<file path="config.mk">
export PLATFORM = sky130hd
export DESIGN_NAME = conv_window_stream
export DESIGN_NICKNAME = d
export VERILOG_FILES = /design/src/rtl/conv_window_stream.sv
export SDC_FILE = /design/constraint.sdc
export NUM_CORES = 1
export LEC_CHECK = 0
export CORE_ASPECT_RATIO = 1.1
export CORE_MARGIN = 2
export CORE_UTILIZATION = 40
export CTS_CLUSTER_SIZE = 8
export DETAILED_ROUTE_END_ITERATION = 10
export GPL_ROUTABILITY_DRIVEN = 0
export MAX_ROUTING_LAYER = met4
export PLACE_DENSITY_LB_ADDON = 0.12
export REMOVE_ABC_BUFFERS = 1
export SKIP_LAST_GASP = 1
export SYNTH_ARGS = -nofsm -noshare
export SYNTH_HDL_FRONTEND = slang
export SYNTH_SLANG_ARGS = --single-unit
</file>
<file path="constraint.sdc">
create_clock -name clk_i -period 7.7 [get_ports clk_i]
set_input_delay 1.54 -clock clk_i [delete_from_list [all_inputs] [get_ports clk_i]]
set_output_delay 1.54 -clock clk_i [all_outputs]
set_load 0.01 [all_outputs]
</file>
<file path="src/rtl/conv_window_stream.sv">
`default_nettype none
// conv_window_stream -- streaming KxK convolution over raster pixels with owned line buffers,
// stride decimation and saturating, optionally rectified per-channel outputs. Rev 1.0
module conv_window_stream #(
  parameter int WidthIn     = 1,
  parameter int WidthOut    = 16,
  parameter int KernelWidth = 3,
  parameter int WeightWidth = 2,
  parameter int OutChannels = 2,
  parameter int FrameWidth  = 64,
  parameter int FrameHeight = 48,
  parameter int Stride      = 1,
  parameter int ReluEn      = 0
) (
  input  logic                                                       clk_i,
  input  logic                                                       rst_ni,
  input  logic [OutChannels*KernelWidth*KernelWidth*WeightWidth-1:0] weights_i,
  input  logic [WidthIn-1:0]                                         data_i,
  input  logic                                                       valid_i,
  output logic                                                       ready_o,
  output logic [OutChannels*WidthOut-1:0]                            data_o,
  output logic                                                       valid_o,
  input  logic                                                       ready_i,
  output logic                                                       last_o
);

  localparam int KernelArea = KernelWidth * KernelWidth;
  localparam int AccW       = WidthIn + WeightWidth + 1 + $clog2(KernelArea);
  localparam int SatW       = AccW + WidthOut;
  localparam int ColW       = (FrameWidth > 1) ? $clog2(FrameWidth) : 1;
  localparam int RowW       = (FrameHeight > 1) ? $clog2(FrameHeight) : 1;
  localparam int PhW        = (Stride > 1) ? $clog2(Stride) : 1;
  localparam int LastRowI   = KernelWidth - 1 + ((FrameHeight - KernelWidth) / Stride) * Stride;
  localparam int LastColI   = KernelWidth - 1 + ((FrameWidth - KernelWidth) / Stride) * Stride;

  localparam logic [ColW-1:0] ColMax  = ColW'(FrameWidth - 1);
  localparam logic [RowW-1:0] RowMax  = RowW'(FrameHeight - 1);
  localparam logic [ColW-1:0] ColWarm = ColW'(KernelWidth - 1);
  localparam logic [RowW-1:0] RowWarm = RowW'(KernelWidth - 1);
  localparam logic [ColW-1:0] ColLast = ColW'(LastColI);
  localparam logic [RowW-1:0] RowLast = RowW'(LastRowI);
  localparam logic [PhW-1:0]  PhMax   = PhW'(Stride - 1);

  localparam logic signed [SatW-1:0] SatMax = {{(SatW-WidthOut+1){1'b0}}, {(WidthOut-1){1'b1}}};
  localparam logic signed [SatW-1:0] SatMin = {{(SatW-WidthOut+1){1'b1}}, {(WidthOut-1){1'b0}}};

  logic [ColW-1:0]    col;
  logic [RowW-1:0]    row;
  logic [PhW-1:0]     col_ph;
  logic [PhW-1:0]     row_ph;
  logic [WidthIn-1:0] linebuf [KernelWidth-1][FrameWidth];
  logic [WidthIn-1:0] win     [KernelWidth][KernelWidth];
  logic [WidthIn-1:0] win_nxt [KernelWidth][KernelWidth];
  logic [OutChannels*WidthOut-1:0] mac;
  logic fire;
  logic emit;
  logic at_last;

  assign ready_o = !valid_o | ready_i;
  assign fire    = valid_i & ready_o;
  // Phase counters stay at 0 during warm-up, so a zero phase past warm-up marks a stride hit.
  assign emit    = (row >= RowWarm) && (col >= ColWarm) && (row_ph == '0) && (col_ph == '0);
  assign at_last = (row == RowLast) && (col == ColLast);

  always_comb begin
    for (int r = 0; r < KernelWidth; r++) begin
      for (int c = 0; c < KernelWidth - 1; c++) begin
        win_nxt[r][c] = win[r][c+1];
      end
    end
    for (int r = 0; r < KernelWidth - 1; r++) begin
      win_nxt[r][KernelWidth-1] = linebuf[KernelWidth-2-r][col];
    end
    win_nxt[KernelWidth-1][KernelWidth-1] = data_i;
  end

  for (genvar ch = 0; ch < OutChannels; ch++) begin : g_ch
    logic signed [AccW-1:0]        acc;
    logic signed [SatW-1:0]        acc_ext;
    logic signed [WidthOut-1:0]    res;
    logic signed [WeightWidth-1:0] w;
    always_comb begin
      acc = '0;
      w   = '0;
      for (int r = 0; r < KernelWidth; r++) begin
        for (int c = 0; c < KernelWidth; c++) begin
          w   = weights_i[(ch*KernelArea + r*KernelWidth + c)*WeightWidth +: WeightWidth];
          acc = acc + $signed({{(AccW-WidthIn){1'b0}}, win_nxt[r][c]}) * AccW'(w);
        end
      end
      acc_ext = SatW'(acc);
      if (acc_ext > SatMax)      res = SatMax[WidthOut-1:0];
      else if (acc_ext < SatMin) res = SatMin[WidthOut-1:0];
      else                       res = acc_ext[WidthOut-1:0];
      if (ReluEn != 0 && res < 0) res = '0;
    end
    assign mac[ch*WidthOut +: WidthOut] = res;
  end

  // Line buffers carry no reset; warm-up gating keeps stale entries out of any emitted window.
  always_ff @(posedge clk_i) begin
    if (fire) begin
      linebuf[0][col] <= data_i;
      for (int i = 1; i < KernelWidth - 1; i++) begin
        linebuf[i][col] <= linebuf[i-1][col];
      end
    end
  end

  always_ff @(posedge clk_i or negedge rst_ni) begin
    if (!rst_ni) begin
      col     <= '0;
      row     <= '0;
      col_ph  <= '0;
      row_ph  <= '0;
      valid_o <= 1'b0;
      data_o  <= '0;
      last_o  <= 1'b0;
      for (int r = 0; r < KernelWidth; r++) begin
        for (int c = 0; c < KernelWidth; c++) begin
          win[r][c] <= '0;
        end
      end
    end else begin
      if (fire) begin
        win <= win_nxt;
        if (col == ColMax) begin
          col    <= '0;
          col_ph <= '0;
          if (row == RowMax) begin
            row    <= '0;
            row_ph <= '0;
          end else begin
            row    <= row + 1'b1;
            row_ph <= (row < RowWarm || row_ph == PhMax) ? '0 : row_ph + 1'b1;
          end
        end else begin
          col    <= col + 1'b1;
          col_ph <= (col < ColWarm || col_ph == PhMax) ? '0 : col_ph + 1'b1;
        end
      end
      if (fire && emit) begin
        data_o  <= mac;
        valid_o <= 1'b1;
        last_o  <= at_last;
      end else if (ready_i) begin
        valid_o <= 1'b0;
      end
    end
  end

endmodule
`default_nettype wire
</file>
==> results of run 1 <==
## synthesized netlist by cell type, types with 13 or more instances
cell type / n
ha_1: 66
o21ai_0: 25
nand2_1: 46
xnor2_1: 14
mux2i_1: 25
buf_4: 18
fa_1: 80
clkbuf_1: 19
nor2_1: 90
nand3_1: 13
and2_1: 25
a21oi_1: 20
inv_1: 163
edfxtp_1: 128
dfrtp_1: 40
## critical path, stage by stage, from the launching register on
cell and delay (ps):
dfrtp_1 530, buf_4 270, and2_1 320, a221oi_1 350, o31ai_1 100, or4b_4 530, a2111oi_4 390, and2_1 200
ha_1 150, inv_1 50, fa_1 470, inv_1 50, fa_1 440, fa_1 520, fa_1 560, inv_1 60
fa_1 590, inv_1 60, ha_1 280, a21o_1 180, a21oi_1 200, o21ai_0 160, xnor2_1 150, nor2_1 130
a21oi_1 60
## flip-flops by register name (all words and copies together) (netlist names)
name     count
win          6
last_o       1
col          6
col_ph       1
row          6
linebuf    128
data_o      18
row_ph       1
valid_o      1
## logic make-up (layout without fill, tap and decap cells)
logic type,count (synthesis),in the layout,synth area share [%]
adders and majority gates,146,146,22.84
AOI/OAI and AO/OA,111,111,7.230
xor gates and xnor gates,23,23,1.896
and+or+nand+nor,233,233,10.70
DFF,168,168,45.59
buffers and inverters,212,285,8.219
muxes,33,33,3.520
## per-stage QoR
step | utilization [%] | hold WS [ps] | setup WS (ps)
floorplan | - | 454.3 | 544.1
global placement | 44.65 | 460.5 | 859.5
detailed placement | 44.65 | 473.2 | 788.0
CTS | 47.03 | 491.0 | 785.0
global route | 47.03 | 512.4 | 357.6
finish | 47.03 | 484.4 | 813.4
## worst max-delay path by stage
| stage | startpoint | end | slack [ps] | depth (start not counted) |
|---|---|---|---|---|
| finish | col[1]$_DFFE_PN0P_ | data_o[30]$_DFFE_PN0P_ | 810 | 24 |
| global route | col[0]$_DFFE_PN0P_ | data_o[31]$_DFFE_PN0P_ | 360 | 24 |
| detailed placement | col[0]$_DFFE_PN0P_ | data_o[31]$_DFFE_PN0P_ | 790 | 24 |
| floorplan | col[2]$_DFFE_PN0P_ | data_o[30]$_DFFE_PN0P_ | 540 | 23 |
| CTS | col[0]$_DFFE_PN0P_ | data_o[31]$_DFFE_PN0P_ | 780 | 24 |
| global placement | col[0]$_DFFE_PN0P_ | data_o[31]$_DFFE_PN0P_ | 860 | 24 |
## metal layers
layer	vias to the layer above	GRT usage, %	part of all wire, %
li1	3219	-	-
met1	3345	25.22	47
met2	169	29.44	48
met3	33	2.991	4.2
met4	0	5.379	1.7
met5	-	-	0
## final cells by class
type | instances | area [sq um] | area share [%]
Tap cell | 352 | 440.4 | 3.582
Timing Repair Buffer | 90 | 865.8 | 7.042
Clock inverter | 15 | 197.7 | 1.608
Sequential cell | 168 | 4846 | 39.41
Inverter | 163 | 611.8 | 4.976
Clock buffer | 17 | 425.4 | 3.460
Multi-Input combinational cell | 546 | 4908 | 39.92
==> impl_metrics.toml, run 1 <==
[logic_synthesis]
ys_seq_elements = 168
synth_top_area_share_pct = 36.17
synthCells = 926
synth_cell_types = 58
netlist_area_sq_mm = 0.01063
synth-main-ff-cell = "edfxtp_1"
synthTopCellsByArea = "edfxtp_1 (36%), fa_1 (15%), dfrtp_1 (9.4%)"
syn_avg_cell_area_sq_um = 11.48
synth-edff-count = 128
seq_area_frac_synth_pct = 45.59
yosys.area.top_type = "edfxtp_1"
ys.warnings.count = 0
synthArstFlopShare_pct = 23.81

[timing]
finalSetupTns_ps = 0
tightestPinTransition_ps = 1041
period_minus_slack_ps = 6887
report.final.hold_viol_count = 0
rsz0062_at_grt = "false"
max_slew_margin_pct = 30.57
fin_skew_ps = 17.16
fmax_mhz = 145.2
finalCritPeriodShare_pct = 89.44
setup_viol_count_final = 0
slew_violations = 0

[drt]
vias = 6766
wirelength_mm = 23.99
drcViolationCount = 0
post_drt_wl_per_cell_microns = 17.75
drt_iter0_drc = 441
routed_via_density = 5.008
drtPass1Iterations = 5
postRouteAntennaNets = 0

[setup_path]
reg2reg_to = "data_o[30]$_DFFE_PN0P_"
cp.required_ps = 8010
cp.arrival_ps = 7200
cp-start-kind = "register"
crit_type = "reg -> reg"
crit_path_max_fanout = 15
endpoint_kind = "register"
rrSetupSlack_ps = 810
rr_startpoint = "col[1]$_DFFE_PN0P_"
rr_worst_depth = 24

[clock_network]
root_buffer = "clkbuf_16"
cts_resized = 0
clock_latency_ps = 440
hold_buffers = 0
clockBufferDepth = 2
tritoncts = "built"
cts_made_buffers = 17
cts.clk_slew.worst_paths_ps = 70
h-tree-depth = 4
cts_sinks = 168
cts_setup_buffers = 0

[grt]
track_usage_pct = 18.69
gr-total-overflow = 0
grt_pass1_vias = 6895
grt_pass1_wl_mm = 38.71
antenna_found_initial = 1
grt_max_degree = 67

[final_layout]
syn2layout_area_growth_pct = 15.71
layout_common_cells = "inv_1 (163), edfxtp_1 (128), nor2_1 (90), fa_1 (80), clkdlybuf4s50_1 (73)"
final_cells = 1351
nets = 1173
layout-drive-gt1-share_pct = 6.507
insertedDiodeCount = 0
final_common_cell = "inv_1"
nFillCells = 2437
fin_area_sq_mm = 0.01230

[worst_hold_path]
worstHoldPathType = "reg -> reg"
hold_start = "data_o[21]$_DFFE_PN0P_"
min_to = "data_o[21]$_DFFE_PN0P_"
whs_path_depth = 2

[die]
dieWidth_microns = 159.4
die_h_microns = 174.9
die_area_sq_mm = 0.02789
floorplan.core_area_sq_mm = 0.02614
initial_core_util_pct = 40.65
rows = 62
io_pins = 76

[placement]
post_dp_cell_area_sq_mm = 0.01167
numPortBuffers = 75
dpl.hpwl_mm = 17.65
place_inst = 1319

[job]
cap_violations = 0

[status]
status = "complete, no violations"
Power of run 1 is left out: the tool's default activity adds up to more than one toggle a clock period on the data nets, which glitch-free logic cannot reach.
==> inputs of run 2 (changes only) <==
--- a/config.mk
+++ b/config.mk
@@ -5,6 +5,7 @@
 export SDC_FILE = /design/constraint.sdc
 export NUM_CORES = 1
 export LEC_CHECK = 0
+export CAP_MARGIN = 20
 export CORE_ASPECT_RATIO = 1.1
 export CORE_MARGIN = 2
 export CORE_UTILIZATION = 40
==> impl_metrics.toml, run 2 (synthesized netlist as in run 1, its figures left out) <==
[status]
status = "complete, no violations"

[drt]
routed_via_density = 4.982
drt_iter0_drc = 464
wirelength_mm = 23.95
postRouteAntennaNets = 0
drtPass1Iterations = 5
drcViolationCount = 0
post_drt_wl_per_cell_microns = 17.71
vias = 6736

[clock_network]
root_buffer = "clkbuf_16"
clock_latency_ps = 440
h-tree-depth = 4
hold_buffers = 0
cts_sinks = 168
clockBufferDepth = 2
cts.clk_slew.worst_paths_ps = 70
cts_made_buffers = 17
cts_setup_buffers = 0
cts_resized = 0
tritoncts = "built"

[grt]
grt_max_degree = 67
grt_pass1_wl_mm = 38.71
gr-total-overflow = 0
antenna_found_initial = 1
grt_pass1_vias = 6895
track_usage_pct = 18.69

[final_layout]
syn2layout_area_growth_pct = 15.90
largest_reg_flops = 128
regMostFlops = "linebuf"
layout_common_cells = "inv_1 (163), edfxtp_1 (128), nor2_1 (90), fa_1 (80), clkdlybuf4s50_1 (73)"
layout-drive-gt1-share_pct = 6.600
nets = 1174
reg_top3 = "linebuf (128), data_o (18)"
final_common_cell = "inv_1"
nFillCells = 2435
insertedDiodeCount = 0

[setup_path]
critPathBufInv = 5
cp-start-kind = "register"
cp.arrival_ps = 7200
slowest_delay_ps = 590
critical_path.cell_chain = "buf_4, and2_1, a221oi_1, o31ai_1, or4b_4, a2111oi_4, and2_1, ha_1, inv_1, fa_1, inv_1, fa_1, fa_1, fa_1, inv_1, fa_1, inv_1, ha_1, a21o_1, a21oi_1, o21ai_0, xnor2_1, nor2_1, a21oi_1"
endpoint_kind = "register"
cp.required_ps = 8010
rrSetupSlack_ps = 800
crit_type = "reg -> reg"
crit_path_top_delay_cell = "fa_1"
crit_path_max_fanout = 15
crit_top_cell = "fa_1"
cp_top_family = "adder cells"

[job]
cap_violations = 0

[placement]
dpl.hpwl_mm = 17.65
numPortBuffers = 75

[timing]
finalCritPeriodShare_pct = 89.56
setup_viol_count_final = 0
report.final.hold_viol_count = 0
fmax_mhz = 145.0
tightestPinTransition_ps = 726.1
finalSetupTns_ps = 0
fin_skew_ps = 19.81
rsz0062_at_grt = "false"
max_slew_margin_pct = 51.45
slew_violations = 0
period_minus_slack_ps = 6896

[worst_hold_path]
worstHoldPathType = "reg -> reg"

[die]
initial_core_util_pct = 40.65
die_area_sq_mm = 0.02789
io_pins = 76
dieWidth_microns = 159.4
die_h_microns = 174.9
floorplan.core_area_sq_mm = 0.02614
rows = 62
-- run 2: cell types whose count changed in the layout (fill, tap and decap cells not counted) --
cell	change
buf_12	+1
-- run 2: area by class of cell --
type	count	area, sq um	share of cell area, %
Timing Repair Buffer	91	885.9	7.193
Multi-Input combinational cell	546	4908	39.86
Tap cell	352	440.4	3.576
Clock buffer	17	425.4	3.454
Sequential cell	168	4846	39.35
Inverter	163	611.8	4.968
Clock inverter	15	197.7	1.605
-- run 2: worst register-to-register path, stage by stage (launching register included) --
cell and delay, ps:
dfrtp_1 530, buf_4 270, and2_1 320, a221oi_1 350
o31ai_1 100, or4b_4 530, a2111oi_4 390, and2_1 200
ha_1 150, inv_1 50, fa_1 470, inv_1 50
fa_1 440, fa_1 520, fa_1 560, inv_1 60
fa_1 590, inv_1 60, ha_1 280, a21o_1 180
a21oi_1 200, o21ai_0 160, xnor2_1 150, nor2_1 130
a21oi_1 60
-- run 2: per-layer routing --
layer / track usage (%) / routed length [microns]
met1: 25.22 / 11250
met3: 2.991 / 898
met2: 29.44 / 11430
met4: 5.379 / 374
met5: - / 0
-- run 2: final timing paths --
check | from | end | depth (start not counted)
min | data_o[16]$_DFFE_PN0P_ | data_o[16]$_DFFE_PN0P_ | 2
max in group asynchronous | rst_ni | col[2]$_DFFE_PN0P_ | 2
min in group asynchronous | rst_ni | data_o[21]$_DFFE_PN0P_ | 1
max reg2reg | col[1]$_DFFE_PN0P_ | data_o[30]$_DFFE_PN0P_ | 24
max | col[1]$_DFFE_PN0P_ | data_o[30]$_DFFE_PN0P_ | 24
min reg2reg | data_o[16]$_DFFE_PN0P_ | data_o[16]$_DFFE_PN0P_ | 2
-- run 2: per-stage QoR --
step	instances	setup slack (ps)	cell area (sq um)	util, %	hold WS (ps)
final	1352	804.1	12320	47.11	483.8
after CTS	1351	785.0	12300	47.03	491.0
after global placement	1319	859.5	11670	44.65	460.5
after floorplan	877	544.1	10360	-	454.3
after detailed placement	1319	788.0	11670	44.65	473.2
after global routing	1352	357.6	12320	47.11	512.4
Power of run 2 is left out for the same reason.
